==> config.mk <==
export PLATFORM = sky130hd
export DESIGN_NAME = icache_fill
export DESIGN_NICKNAME = d
export VERILOG_FILES = /design/src/rtl/icache_pkg.sv /design/src/rtl/icache_fill.sv
export SDC_FILE = /design/constraint.sdc
export NUM_CORES = 1
export LEC_CHECK = 0
export ABC_CLOCK_PERIOD_IN_PS = 2400
export CORE_UTILIZATION = 28
export DETAILED_ROUTE_END_ITERATION = 7
export PLACE_DENSITY = 0.42
export SKIP_LAST_GASP = 1
export SLEW_MARGIN = 20
export SYNTH_ARGS = -nofsm -noshare
export SYNTH_HDL_FRONTEND = slang
export SYNTH_SLANG_ARGS = --single-unit
export TNS_END_PERCENT = 20
==> constraint.sdc <==
create_clock -name clk -period 2.4 [get_ports clk]
set_input_delay 0.48 -clock clk [delete_from_list [all_inputs] [get_ports clk]]
set_output_delay 0.48 -clock clk [all_outputs]
set_load 0.01 [all_outputs]
==> src/rtl/icache_pkg.sv <==
// Shared types and constants for the instruction-cache QSPI line-fill engine.
package icache_pkg;

    typedef enum logic [2:0] {
        S_IDLE,
        S_CMD,
        S_ADDR,
        S_DUMMY,
        S_DATA,
        S_BURST,
        S_GAP
    } fill_state_t;

    localparam logic [7:0] QSPI_CMD_QREAD = 8'hEB;
    localparam int         ADDR_NIBBLES   = 6;
    localparam int         FLASH_ADDR_W   = 4 * ADDR_NIBBLES;
    localparam int         CMD_PERIODS    = 8;

    function automatic int max3(input int a, input int b, input int c);
        int m;
        m = (a > b) ? a : b;
        return (m > c) ? m : c;
    endfunction

endpackage

==> src/rtl/icache_fill.sv <==
// Fetches one instruction-cache line from QSPI flash (quad read, 0xEB) and
// replays it to the cache as an unbroken run of nibble strobes.
//
// state   | meaning
// --------+-------------------------------------------------------------
// S_IDLE  | waiting for pull; cs_n high, bus released
// S_CMD   | shifting the 0xEB command out on io_out[0]
// S_ADDR  | driving the 24-bit byte address, one nibble per period
// S_DUMMY | mode/dummy periods, bus released to the flash
// S_DATA  | sampling the line nibbles into rx_buf
// S_BURST | cs_n high, one wstrobe_d per clk for the whole line
// S_GAP   | two-clk hold-off so the cache hit can settle before re-arming
module icache_fill
    import icache_pkg::*;
#(
    parameter int PA          = 22,
    parameter int LINE_LENGTH = 4,
    parameter int DUMMY       = 6
) (
    input  logic                               clk,
    input  logic                               reset,
    input  logic                               pull,
    input  logic [PA-$clog2(LINE_LENGTH)-1:0]  tag,
    output logic [3:0]                         dread,
    output logic                               wstrobe_d,
    output logic                               busy,
    output logic                               sclk,
    output logic                               cs_n,
    output logic [3:0]                         io_out,
    output logic [3:0]                         io_oe,
    input  logic [3:0]                         io_in
);

    localparam int OFF_W   = $clog2(LINE_LENGTH);
    localparam int NIBBLES = 2 * LINE_LENGTH;
    localparam int BUF_W   = 4 * NIBBLES;
    localparam int TX_W    = 8 + FLASH_ADDR_W;
    localparam int CNT_W   = $clog2(max3(CMD_PERIODS, DUMMY, NIBBLES) + 1);

    localparam logic [CNT_W-1:0] CNT_ONE   = CNT_W'(1);
    localparam logic [CNT_W-1:0] CNT_CMD   = CNT_W'(CMD_PERIODS);
    localparam logic [CNT_W-1:0] CNT_ADDR  = CNT_W'(ADDR_NIBBLES);
    localparam logic [CNT_W-1:0] CNT_DUMMY = CNT_W'(DUMMY);
    localparam logic [CNT_W-1:0] CNT_NIB   = CNT_W'(NIBBLES);
    localparam logic [CNT_W-1:0] CNT_GAP   = CNT_W'(2);

    fill_state_t             state;
    logic                    phase;
    logic [CNT_W-1:0]        cnt;
    logic [TX_W-1:0]         tx_sr;
    logic [BUF_W-1:0]        rx_buf;
    logic [FLASH_ADDR_W-1:0] byte_addr;
    logic                    last;

    assign byte_addr = FLASH_ADDR_W'(tag) << OFF_W;
    assign last      = (cnt == CNT_ONE);

    always_ff @(posedge clk or negedge reset) begin
        if (!reset) begin
            state     <= S_IDLE;
            phase     <= 1'b0;
            cnt       <= '0;
            tx_sr     <= '0;
            rx_buf    <= '0;
            dread     <= 4'h0;
            wstrobe_d <= 1'b0;
            busy      <= 1'b0;
            sclk      <= 1'b0;
            cs_n      <= 1'b1;
            io_out    <= 4'h0;
            io_oe     <= 4'h0;
        end else begin
            wstrobe_d <= 1'b0;
            // Every serial state runs the same two-clk period; transitions happen at period end.
            if (state inside {S_CMD, S_ADDR, S_DUMMY, S_DATA}) begin
                phase <= ~phase;
                sclk  <= ~phase;
            end
            case (state)
                S_IDLE: begin
                    if (pull) begin
                        state  <= S_CMD;
                        cnt    <= CNT_CMD;
                        tx_sr  <= {QSPI_CMD_QREAD[6:0], byte_addr, 1'b0};
                        io_out <= {3'b000, QSPI_CMD_QREAD[7]};
                        io_oe  <= 4'b0001;
                        cs_n   <= 1'b0;
                        busy   <= 1'b1;
                        phase  <= 1'b0;
                        sclk   <= 1'b0;
                    end
                end
                S_CMD: begin
                    if (phase) begin
                        if (last) begin
                            state  <= S_ADDR;
                            cnt    <= CNT_ADDR;
                            io_oe  <= 4'hF;
                            io_out <= tx_sr[TX_W-1 -: 4];
                            tx_sr  <= tx_sr << 4;
                        end else begin
                            cnt    <= cnt - CNT_ONE;
                            io_out <= {3'b000, tx_sr[TX_W-1]};
                            tx_sr  <= tx_sr << 1;
                        end
                    end
                end
                S_ADDR: begin
                    if (phase) begin
                        if (last) begin
                            state  <= S_DUMMY;
                            cnt    <= CNT_DUMMY;
                            io_oe  <= 4'h0;
                            io_out <= 4'h0;
                        end else begin
                            cnt    <= cnt - CNT_ONE;
                            io_out <= tx_sr[TX_W-1 -: 4];
                            tx_sr  <= tx_sr << 4;
                        end
                    end
                end
                S_DUMMY: begin
                    if (phase) begin
                        if (last) begin
                            state <= S_DATA;
                            cnt   <= CNT_NIB;
                        end else begin
                            cnt   <= cnt - CNT_ONE;
                        end
                    end
                end
                S_DATA: begin
                    if (phase) begin
                        rx_buf <= {rx_buf[BUF_W-5:0], io_in};
                        if (last) begin
                            state <= S_BURST;
                            cnt   <= CNT_NIB;
                            cs_n  <= 1'b1;
                        end else begin
                            cnt   <= cnt - CNT_ONE;
                        end
                    end
                end
                S_BURST: begin
                    wstrobe_d <= 1'b1;
                    dread     <= rx_buf[BUF_W-1 -: 4];
                    rx_buf    <= rx_buf << 4;
                    if (last) begin
                        state <= S_GAP;
                        cnt   <= CNT_GAP;
                    end else begin
                        cnt   <= cnt - CNT_ONE;
                    end
                end
                S_GAP: begin
                    if (last) begin
                        state <= S_IDLE;
                        cnt   <= '0;
                        busy  <= 1'b0;
                    end else begin
                        cnt   <= cnt - CNT_ONE;
                    end
                end
                default: begin
                    state <= S_IDLE;
                    cs_n  <= 1'b1;
                    busy  <= 1'b0;
                end
            endcase
        end
    end

endmodule

==> results.txt <==
----------------------------------------------------
[Finish]
  Proportion of layout cells with a drive suffix above 1 ... 0.196
  Layout overhead on the synthesized area ... 24.7%
  Non-filler instance count after layout ... 599
  Multi-input logic area ... 1730 um2
  Filler cell count ... 1411
  Util after Layout ... 0.359
  Ant. Diodes ... 0
  Register area ... 2080 um2
  Number of nets at the end of the flow ... 443

[Synth]
  Synthesized instance count ... 366
  Fraction of the yosys area taken by sequential cells ... 0.520
  Synth area leader ... sky130_fd_sc_hd__dfrtp_1
  Predominant post-synthesis flop cell ... sky130_fd_sc_hd__dfrtp_1
  Ys Warns ... 0
  Area share of the leading cell type in the synthesized netlist ... 0.514
  Post-synth EDFFs ... 0
  Top cells by count, synth ... sky130_fd_sc_hd__dfrtp_1 (82), sky130_fd_sc_hd__nor2_1 (42), sky130_fd_sc_hd__nand2_1 (31)
  Avg Inst Size Synth ... 10.9 um2
  Post-synth ARST share ... 1.00
  Ranking of synthesized cells by area ... sky130_fd_sc_hd__dfrtp_1 (51%), sky130_fd_sc_hd__mux2_2 (7.9%), sky130_fd_sc_hd__a22oi_1 (4.1%), sky130_fd_sc_hd__nor2_1 (3.9%), sky130_fd_sc_hd__nand2_1 (2.9%)
  Yosys reg bits ... 83
  Area of the mapped netlist ... 4000 um2
  Count of unique library cells instantiated by Yosys ... 53
  Most frequent cell after synthesis ... sky130_fd_sc_hd__dfrtp_1
  Post-synth net total ... 395

[Status]
  Result of the run ... complete, no violations

[Clock tree]
  CTS Sinks ... 83
  Max Root-Sink Buffers ... 2
  CTS tree ... done
  Resized cells post-CTS ... 0
  H-tree levels ... 3
  Clock input transition at the sequential cells of the worst setup and hold paths ... 60 ps
  # hold bufs at CTS ... 0
  Clock root buffer master ... sky130_fd_sc_hd__clkbuf_16
  Number of buffers inserted by post-CTS setup repair ... 0
  Clock latency at the later pin of the worst-skew pair ... 350 ps
  TritonCTS Buffers ... 9

[Place]
  Count of input and output buffers ... 42
  Placed Cells ... 583
  Final weighted congestion of routability-driven global placement ... 0.747
  Detailed Place HPWL ... 6.05 mm

[Floorplanning]
  Initial Utilization ... 0.288
  CORE AREA ... 13900 um2
  Full die area ... 14800 um2
  Ports ... 43
  X dimension of the die ... 121 um
  Placement row count ... 43
  Die height ... 121 um

[Critical path]
  Critical path endpoint category ... flop
  Critical-path maximum fanout ... 15
  CP Data Required Time ... 2670 ps
  Classification of the worst setup path ... flop to flop
  Worst path arrival time ... 2530 ps
  Kind of launch point of the worst setup path ... flop

[Timing]
  Final number of setup-violating endpoints ... 0
  Minimum period implied by the final worst setup slack ... 2260 ps
  Final Slew Violations ... 0
  Relative slew margins ... 0.462
  Unrepaired setup endpoints after global routing ... true
  Final worst path period share ... 0.942
  Max Clock Skew ... 3.77 ps
  Fmax ... 442 MHz
  Worst hold slack ... 87.4 ps
  Actual transition at the worst max-transition pin ... 802 ps
  Final count of hold timing violations ... 0

[Global routing]
  Global-route total usage across every layer ... 0.134
  Number of antenna violations at the first check in global routing ... 0
  Via count of the first global-routing pass ... 2944
  Maximum number of pins on one net before global-route repair ... 38
  Leftover overflow at the end of global routing ... 0
  Wire length of the first global-routing pass ... 15.1 mm

[Route]
  First drt pass iteration count ... 5
  Post-DRT Antenna Nets ... 0
  Detail-routed net length per standard cell ... 14.8 um
  Number of DRC violations after detailed-routing iteration 0 ... 205
  Total wirelength of the detailed-routed design ... 8.86 mm
  Detailed-route DRC error count ... 0
  Via count ... 2881
  Routed via count divided by cell count ... 4.81

[Flow run]
  Max-capacitance violation count ... 0

[Power]
  Leakage power ... 2.14 nW
  Maximum ir drop on the vdd rail ... 0.000432 V
  Total power per unit cell area ... 1280 nW/um2

[Worst hold path]
  Type of the worst min-delay path ... input pin to async pin

----------------------------------------------------
-- cells in the final DEF (no fill, tap or decap), types with 7 or more instances in the layout --
| cell type | instances |
|---|---|
| sky130_fd_sc_hd__nand2_1 | 31 |
| sky130_fd_sc_hd__nor2_1 | 42 |
| sky130_fd_sc_hd__a22oi_1 | 22 |
| sky130_fd_sc_hd__clkbuf_16 | 9 |
| sky130_fd_sc_hd__clkdlybuf4s50_1 | 41 |
| sky130_fd_sc_hd__mux2_2 | 28 |
| sky130_fd_sc_hd__buf_4 | 19 |
| sky130_fd_sc_hd__a21oi_1 | 23 |
| sky130_fd_sc_hd__dfrtp_1 | 82 |
| sky130_fd_sc_hd__a31oi_2 | 8 |
| sky130_fd_sc_hd__nand2b_1 | 8 |
| sky130_fd_sc_hd__o21ai_0 | 12 |
| sky130_fd_sc_hd__a31oi_1 | 7 |
-- layout make-up --
type / count / area share
Sequential cell: 83 / 0.417
Multi-Input combinational cell: 251 / 0.347
Timing Repair Buffer: 63 / 0.123
Clock buffer: 10 / 0.0459
Tap cell: 180 / 0.0452
Clock inverter: 6 / 0.0176
Inverter: 6 / 0.00452
-- through the flow --
step                      cell area, um2  setup slack [ps]  total power [mW]  setup TNS, ps
after floorplan                     4000               609              4.19              0
after global placement              4670              82.3              4.89              0
after detailed placement            4670              75.0              4.92              0
after CTS                           4980               110              6.46              0
after global routing                4980             -23.1              6.88           -113
final                               4980               139              6.36              0
-- power by group --
group | total, mW | switching (mW) | internal [mW]
logic | 2.64 | 1.40 | 1.24
clock network | 1.49 | 0.577 | 0.915
registers | 2.23 | 0.367 | 1.86
total | 6.36 | 2.34 | 4.02
-- registers in the layout (all words and copies together), names as in the netlist, 2 cells and up --
register,flops
rx_buf,32
tx_sr,29
cnt,4
dread,4
io_out,4
state,3
io_oe,2
-- path summary, 6_finish.rpt --
path | start | end | slack (ps) | cells past startpoint
min | reset | rx_buf[12] | 90 | 1
max reg2reg | cnt[0] | tx_sr[22] | 140 | 7
min in group clk | rx_buf[13] | rx_buf[13] | 480 | 1
min reg2reg | rx_buf[13] | rx_buf[13] | 480 | 1
max in group asynchronous | reset | tx_sr[16] | 1650 | 2
max | cnt[0] | tx_sr[22] | 140 | 7
-- layer usage --
metal | part of all wire | vias to the layer above | track usage
met4 | 0.019 | 0 | 0.0532
met2 | 0.47 | 50 | 0.204
li1 | - | 1421 | -
met1 | 0.48 | 1396 | 0.175
met3 | 0.038 | 14 | 0.0432
met5 | 0 | - | 0
-- cells by family after synthesis --
group | count (synthesis) | share of synthesized area
compound gates | 102 | 0.190
fa+ha+maj | 2 | 0.00626
buf+inv | 32 | 0.0473
flops | 83 | 0.520
mux | 38 | 0.106
simple gates | 109 | 0.131
-- critical path, stage by stage, from the launching register on --
cell                       delay, ps
sky130_fd_sc_hd__dfrtp_1         420
sky130_fd_sc_hd__ha_1            240
sky130_fd_sc_hd__nor3b_4         170
sky130_fd_sc_hd__buf_4           170
sky130_fd_sc_hd__o311ai_4        680
sky130_fd_sc_hd__buf_4           310
sky130_fd_sc_hd__nor2_1           60
sky130_fd_sc_hd__a31oi_2         130
Note: power is estimated with default switching activity, not from simulation.
